`src/rtl/arf_rat_pkg.sv`:
```
// arf_rat_pkg: shared widths and types for the architectural register file and rename table
package arf_rat_pkg;
  localparam int N_ARF_REGS = 32;
  localparam int ARF_ID_WIDTH = $clog2(N_ARF_REGS);
  localparam int ROB_N_ENTRIES = 64;
  localparam int ROB_ID_WIDTH = $clog2(ROB_N_ENTRIES);
  localparam int REG_DATA_WIDTH = 32;
  typedef logic [ARF_ID_WIDTH-1:0] arf_id_t;
  typedef logic [ROB_ID_WIDTH-1:0] rob_id_t;
  typedef logic [REG_DATA_WIDTH-1:0] reg_data_t;
  typedef struct packed {
    logic renamed;
    rob_id_t rob_id;
  } rat_entry_t;
endpackage

```
`src/rtl/arf_rat_entry.sv`:
```
// arf_rat_entry: one architectural register plus its rename mapping
module arf_rat_entry
  import arf_rat_pkg::*;
(
  input  logic       clk,
  input  logic       rst_aL,
  input  logic       dispatch_we,
  input  logic       retire_we,
  input  logic       flush,
  input  rob_id_t    dispatch_rob_id,
  input  rob_id_t    retire_rob_id,
  input  reg_data_t  retire_reg_data,
  output reg_data_t  data,
  output rat_entry_t rat
);
  // Flush beats dispatch, dispatch beats the retire release so a younger mapping survives.
  always_ff @(posedge clk or negedge rst_aL)
    if (!rst_aL) begin
      data <= '0;
      rat <= '0;
    end else begin
      if (retire_we) data <= retire_reg_data;
      if (flush) rat <= '0;
      else if (dispatch_we) rat <= {1'b1, dispatch_rob_id};
      else if (retire_we && rat.rob_id == retire_rob_id) rat <= '0;
    end
endmodule

```
`src/rtl/arf_rat.sv`:
```
// arf_rat: architectural register file with register alias table, two lookups with retire bypass
module arf_rat
  import arf_rat_pkg::*;
(
  input  logic      clk,
  input  logic      rst_aL,
  input  logic      dispatch_fire,
  input  logic      dispatch_dst_valid,
  input  arf_id_t   dispatch_dst_arf_id,
  input  rob_id_t   dispatch_rob_id,
  input  arf_id_t   src1_arf_id,
  output logic      src1_renamed,
  output rob_id_t   src1_rob_id,
  output reg_data_t src1_arf_data,
  input  arf_id_t   src2_arf_id,
  output logic      src2_renamed,
  output rob_id_t   src2_rob_id,
  output reg_data_t src2_arf_data,
  input  logic      retire,
  input  rob_id_t   retire_rob_id,
  input  arf_id_t   retire_arf_id,
  input  reg_data_t retire_reg_data,
  input  logic      flush
);
  reg_data_t  data_q [N_ARF_REGS];
  rat_entry_t rat_q [N_ARF_REGS];
  rat_entry_t e1, e2;
  logic       b1, b2;
  assign data_q[0] = '0;
  assign rat_q[0] = '0;
  for (genvar g = 1; g < N_ARF_REGS; g++) begin : g_reg
    arf_rat_entry u_entry (
      .clk             (clk),
      .rst_aL          (rst_aL),
      .dispatch_we     (dispatch_fire && dispatch_dst_valid && dispatch_dst_arf_id == arf_id_t'(g)),
      .retire_we       (retire && retire_arf_id == arf_id_t'(g)),
      .flush           (flush),
      .dispatch_rob_id (dispatch_rob_id),
      .retire_rob_id   (retire_rob_id),
      .retire_reg_data (retire_reg_data),
      .data            (data_q[g]),
      .rat             (rat_q[g])
    );
  end
  // The producer retiring this cycle is leaving the ROB, so forward its value instead.
  assign e1 = rat_q[src1_arf_id];
  assign e2 = rat_q[src2_arf_id];
  assign b1 = retire && retire_arf_id == src1_arf_id && e1.renamed && e1.rob_id == retire_rob_id;
  assign b2 = retire && retire_arf_id == src2_arf_id && e2.renamed && e2.rob_id == retire_rob_id;
  assign src1_renamed = e1.renamed && !b1;
  assign src2_renamed = e2.renamed && !b2;
  assign src1_rob_id = src1_renamed ? e1.rob_id : '0;
  assign src2_rob_id = src2_renamed ? e2.rob_id : '0;
  assign src1_arf_data = b1 ? retire_reg_data : data_q[src1_arf_id];
  assign src2_arf_data = b2 ? retire_reg_data : data_q[src2_arf_id];
endmodule

```
`config.mk`:
```
export PLATFORM = sky130hd
export DESIGN_NAME = arf_rat
export DESIGN_NICKNAME = d
export VERILOG_FILES = /design/src/rtl/arf_rat_pkg.sv /design/src/rtl/arf_rat_entry.sv /design/src/rtl/arf_rat.sv
export SDC_FILE = /design/constraint.sdc
export NUM_CORES = 2
export LEC_CHECK = 0
export BUFFER_PORTS_ARGS = -buffer_cell sky130_fd_sc_hd__buf_4
export CAP_MARGIN = 30
export CORE_MARGIN = 2
export CORE_UTILIZATION = 59
export CTS_BUF_LIST = sky130_fd_sc_hd__clkbuf_8
export CTS_CLUSTER_SIZE = 30
export DETAILED_ROUTE_END_ITERATION = 10
export GPL_TIMING_DRIVEN = 0
export PLACE_DENSITY_LB_ADDON = 0.15
export SLEW_MARGIN = 10
export SYNTH_ARGS = -nofsm -noshare
export SYNTH_HDL_FRONTEND = slang
export SYNTH_HIERARCHICAL = 1
export SYNTH_SLANG_ARGS = --single-unit
```
`constraint.sdc`:
```
create_clock -name clk -period 3.37 [get_ports clk]
set_input_delay 0.337 -clock clk [delete_from_list [all_inputs] [get_ports clk]]
set_output_delay 0.337 -clock clk [all_outputs]
set_load 0.05 [all_outputs]
```
==> run summary <==
Number of global-route vias before repair: 52042. The data required time at the worst endpoint was 3.03 ns. The biggest area contributor in the post-synthesis netlist is sky130_fd_sc_hd__dfrtp_1. For the count of final setup violators, the log shows 78. The critical path is of the reg2out type.

The die height works out to 351.5 um. Following the worst setup path forward leads to its endpoint at src2_arf_data[30]. The run gives 36.45 nW as the standby leakage power. Counting every sink on the clock net gives 1209.

The net count of the finished layout is 5614. The run gives 75200 sq um as the cell area after placement. The destination of the worst register-to-register timing path is g_reg[4].u_entry/rat[6]$_DFFE_PN0P_. Summing over every cut layer, the via total after detailed routing is 51714. The via density per instance works out to 7.066.

For the final database, setup skew stands at 0.04243 ns. The total global routing track utilization is 40.71%. The maximum number of pins on one net before global-route repair was 166.

For the final routed database, the setup TNS stands at -95.62 ns. By area the synthesized netlist is led by sky130_fd_sc_hd__dfrtp_1, sky130_fd_sc_hd__mux4_2, sky130_fd_sc_hd__mux2_1, sky130_fd_sc_hd__mux2_2, sky130_fd_sc_hd__nor2_1. For this run, design rule violations remaining after detail routing come to 0. Once detail routing completed, the nets flagged for antenna violations numbered 0.

The number of maximum-capacitance violations came out at 0. The startpoint of the worst-slack reg-to-reg timing path is g_reg[4].u_entry/rat[4]$_DFFE_PN0P_. Prior to clock tree synthesis, the placed netlist has a worst setup slack of -2.021 ns. The worst hold-check slack was -0.009512 ns.

TritonCTS built the clock tree. For this design the ratio of total power to cell area is 518.9 nW/um^2. The netlist area before placement is 71250 sq um. The finished cells cover 81250 sq um. The core region is 119800 sq um. The final number of max-transition violations was 0.

The checks that failed: negative hold slack, negative setup slack. No sink is reached through more buffers than the 3 on the longest clock path. The final clock period utilization by the worst path came out at 141.3%. After layout, the minimum clock period comes to 4.762 ns. The met1 routing resource usage after global routing is 53.73%, and the initial antenna violation count is 16. For this run, the top clock speed supported by timing is 210.0 MHz. First-pass GRT wire length: 358400 um. Setup repair after global routing could not meet its margin everywhere.

The first TritonRoute pass finished after 6 iterations. For the part of the Yosys area used for sequential elements, the log shows 42.46%. The fraction of layout instances using a drive strength above 1 was 31.90%. Kind of start point of the critical path: a flip-flop. The worst setup margin is -1.392 ns.

The most critical setup path has its startpoint at g_reg[6].u_entry/rat[4]$_DFFE_PN0P_. A synthesized cell averages 13.98 sq um. The floorplan die width is 351.5 um, and the non-filler instance count after layout is 7319. Data arrives at the worst endpoint at 4.42 ns. The flow ran to the end, but the final reports show violations. After synthesis, the share of flip-flops with an asynchronous set or reset is 100.0%. The met2 capacity usage during global routing is 59.12%, and the register-to-register path setup slack is 1.74 ns. Leaving out fill and tap cells, the most frequent cell in the layout is sky130_fd_sc_hd__dfrtp_1. The busiest metal layer after global routing was met2.

The synthesized design devotes to its leading area cell type 42.46% of total area. Total number of yosys warnings: 6. The number of cells on the worst reg-to-reg path is 5.

The classification of the worst-slack hold path is in2reg. The worst pin sits at a relative slew slack of 25.75%. After the first detailed-routing iteration, the DRC count stood at 6277. During I/O placement, the number of pins put on the boundary was 148. Summed over all layers, the global routing overflow is 0. The run gives 123600 sq um as the overall die area. Detailed placement ended at an HPWL of 168800 um. The final total power is 42.16 mW. TritonCTS created 202 clock buffers.

The synthesized net count was 5168. The average wire length per cell after detail routing works out to 34.05 um. In the synthesized netlist the dominant register cell turns out to be sky130_fd_sc_hd__dfrtp_1. Number of hold-slack violations in the final timing report: 1. The worst IR drop on VDD came out at 0.4568 mV.

The tools report the weighted congestion reported at the end of routability-driven placement as 1.075. After detailed routing, the total wire length is 249200 um. The number of enable-type register cells in the synthesized netlist is 0, and the synthesis-to-layout area growth is 14.04%. The clock-pin slew reported for the worst setup and hold paths after clock tree synthesis works out to 0.06 ns.

STA classifies the critical path endpoint as an output port. After technology mapping, the gate count stands at 5098. Leaving out fill and tap cells, the most frequent cells in the layout are sky130_fd_sc_hd__dfrtp_1, sky130_fd_sc_hd__mux2_1, sky130_fd_sc_hd__mux4_2. In the global route stage, met3 resource usage came out at 14.27%.

The count of input and output buffers is 136. Clock tree synthesis selected as its root buffer the cell sky130_fd_sc_hd__clkbuf_8. Cells fill 67.82% of the core in the end. The cell row count was 127; the starting utilization of the core area was 59.47%.

Counting tap cells, the placed design contains a total of 6872 instances. The slew at the pin closest to its max-slew limit is 1.114 ns, and the count of unique library cells instantiated by Yosys is 65. The H-tree depth reported by CTS is 4, and the number of synthesized register bits is 1209. Of all nets on the critical path, the largest fanout is 5. Clock network latency to the later pin of the worst-skew pair: 0.94 ns.
[repair_timing]
| action | CTS | global route |
|---|---|---|
| cloned | 1 | 2 |
| pin swaps | 13 | 10 |
| hold buffers | 34 | 0 |
| endpoints found under the hold margin | 1458 | 0 |
| gates resized for setup | 218 | 47 |
| setup endpoints to repair | 78 | 78 |
| setup buffers | 36 | 6 |
[layout make-up]
cell class / count / area (sq um)
Antenna cell: 8 / 20.02
Buffer: 378 / 2529
Clock buffer: 266 / 3661
Clock inverter: 93 / 581.8
Fill cell: 8684 / 38560
Inverter: 9 / 33.78
Multi-Input combinational cell: 3502 / 39390
Sequential cell: 1209 / 30260
Tap cell: 1612 / 2017
Timing Repair Buffer: 242 / 2758
[synthesized netlist by cell type, types with 6 or more instances]
library cell and instances:
sky130_fd_sc_hd__a21oi_1 199, sky130_fd_sc_hd__a221oi_1 9, sky130_fd_sc_hd__a22o_1 69, sky130_fd_sc_hd__a311oi_2 31
sky130_fd_sc_hd__a31oi_1 194, sky130_fd_sc_hd__and3b_1 187, sky130_fd_sc_hd__and4_4 31, sky130_fd_sc_hd__buf_1 19
sky130_fd_sc_hd__buf_2 185, sky130_fd_sc_hd__buf_4 21, sky130_fd_sc_hd__buf_6 41, sky130_fd_sc_hd__clkbuf_1 112
sky130_fd_sc_hd__dfrtp_1 1209, sky130_fd_sc_hd__inv_1 7, sky130_fd_sc_hd__mux2_1 992, sky130_fd_sc_hd__mux2_2 180
sky130_fd_sc_hd__mux2i_1 38, sky130_fd_sc_hd__mux4_2 655, sky130_fd_sc_hd__nand2_1 53, sky130_fd_sc_hd__nand2b_1 12
sky130_fd_sc_hd__nand3_1 20, sky130_fd_sc_hd__nand4_1 7, sky130_fd_sc_hd__nor2_1 489, sky130_fd_sc_hd__nor2b_1 18
sky130_fd_sc_hd__nor3_1 15, sky130_fd_sc_hd__nor3b_1 6, sky130_fd_sc_hd__o211ai_1 6, sky130_fd_sc_hd__o21ai_0 11
sky130_fd_sc_hd__o22ai_1 7, sky130_fd_sc_hd__xnor2_1 101, sky130_fd_sc_hd__xor2_1 74, sky130_fd_sc_hd__xor2_2 31
[worst min path at each step]
stage,startpoint,to,slack (ns),cells after the start
floorplan,rst_aL,g_reg[10].u_entry/data[0]$_DFFE_PN0P_,0.04,0
global placement,g_reg[3].u_entry/data[1]$_DFFE_PN0P_,g_reg[3].u_entry/data[1]$_DFFE_PN0P_,0.48,1
detailed placement,rst_aL,g_reg[5].u_entry/data[17]$_DFFE_PN0P_,0.19,1
CTS,flush,g_reg[17].u_entry/rat[6]$_DFFE_PN0P_,0.00001,2
global route,flush,g_reg[19].u_entry/rat[6]$_DFFE_PN0P_,0.05,2
finish,flush,g_reg[19].u_entry/rat[6]$_DFFE_PN0P_,-0.01,2
[sequential cells by signal (all words and copies together), names as in the netlist]
name,cells
g.u_entry/rat,217
g.u_entry/data,992
[routing by layer]
layer	up-vias	wire [um]
li1	20664	-
met3	746	29150
met5	-	99
met1	27218	95040
met4	20	14800
met2	3066	110100
[critical path, cell delays in order (launching register included)]
cell and delay [ns]:
sky130_fd_sc_hd__dfrtp_1 0.43, sky130_fd_sc_hd__mux4_2 0.52, sky130_fd_sc_hd__o211ai_1 0.40, sky130_fd_sc_hd__nand4_1 0.23
sky130_fd_sc_hd__xor2_1 0.19, sky130_fd_sc_hd__or4_4 0.52, sky130_fd_sc_hd__nor4_4 0.19, sky130_fd_sc_hd__buf_4 0.22
sky130_fd_sc_hd__buf_12 0.15, sky130_fd_sc_hd__buf_12 0.12, sky130_fd_sc_hd__mux2_4 0.35, sky130_fd_sc_hd__buf_6 0.17
[report_power, final]
group | leakage [nW] | switching (mW) | internal (mW)
clock network | 2.40 | 6.31 | 7.47
logic | 18.3 | 4.73 | 5.16
registers | 15.7 | 1.63 | 16.9
total | 36.4 | 12.7 | 29.5
[kinds of logic (layout without fill, tap and decap cells)]
kind of cell	count (synthesis)	in the layout	share of synthesized area, %
AO/OA/AOI/OAI	569	569	5.444
XOR/XNOR	206	206	2.859
multiplexers	1868	1868	39.83
flip-flops	1209	1209	42.46
AND/OR/NAND/NOR	859	859	6.503
other	0	8	0
buffers and inverters	387	988	2.906
No activity file was read; power rests on OpenSTA's default activity.
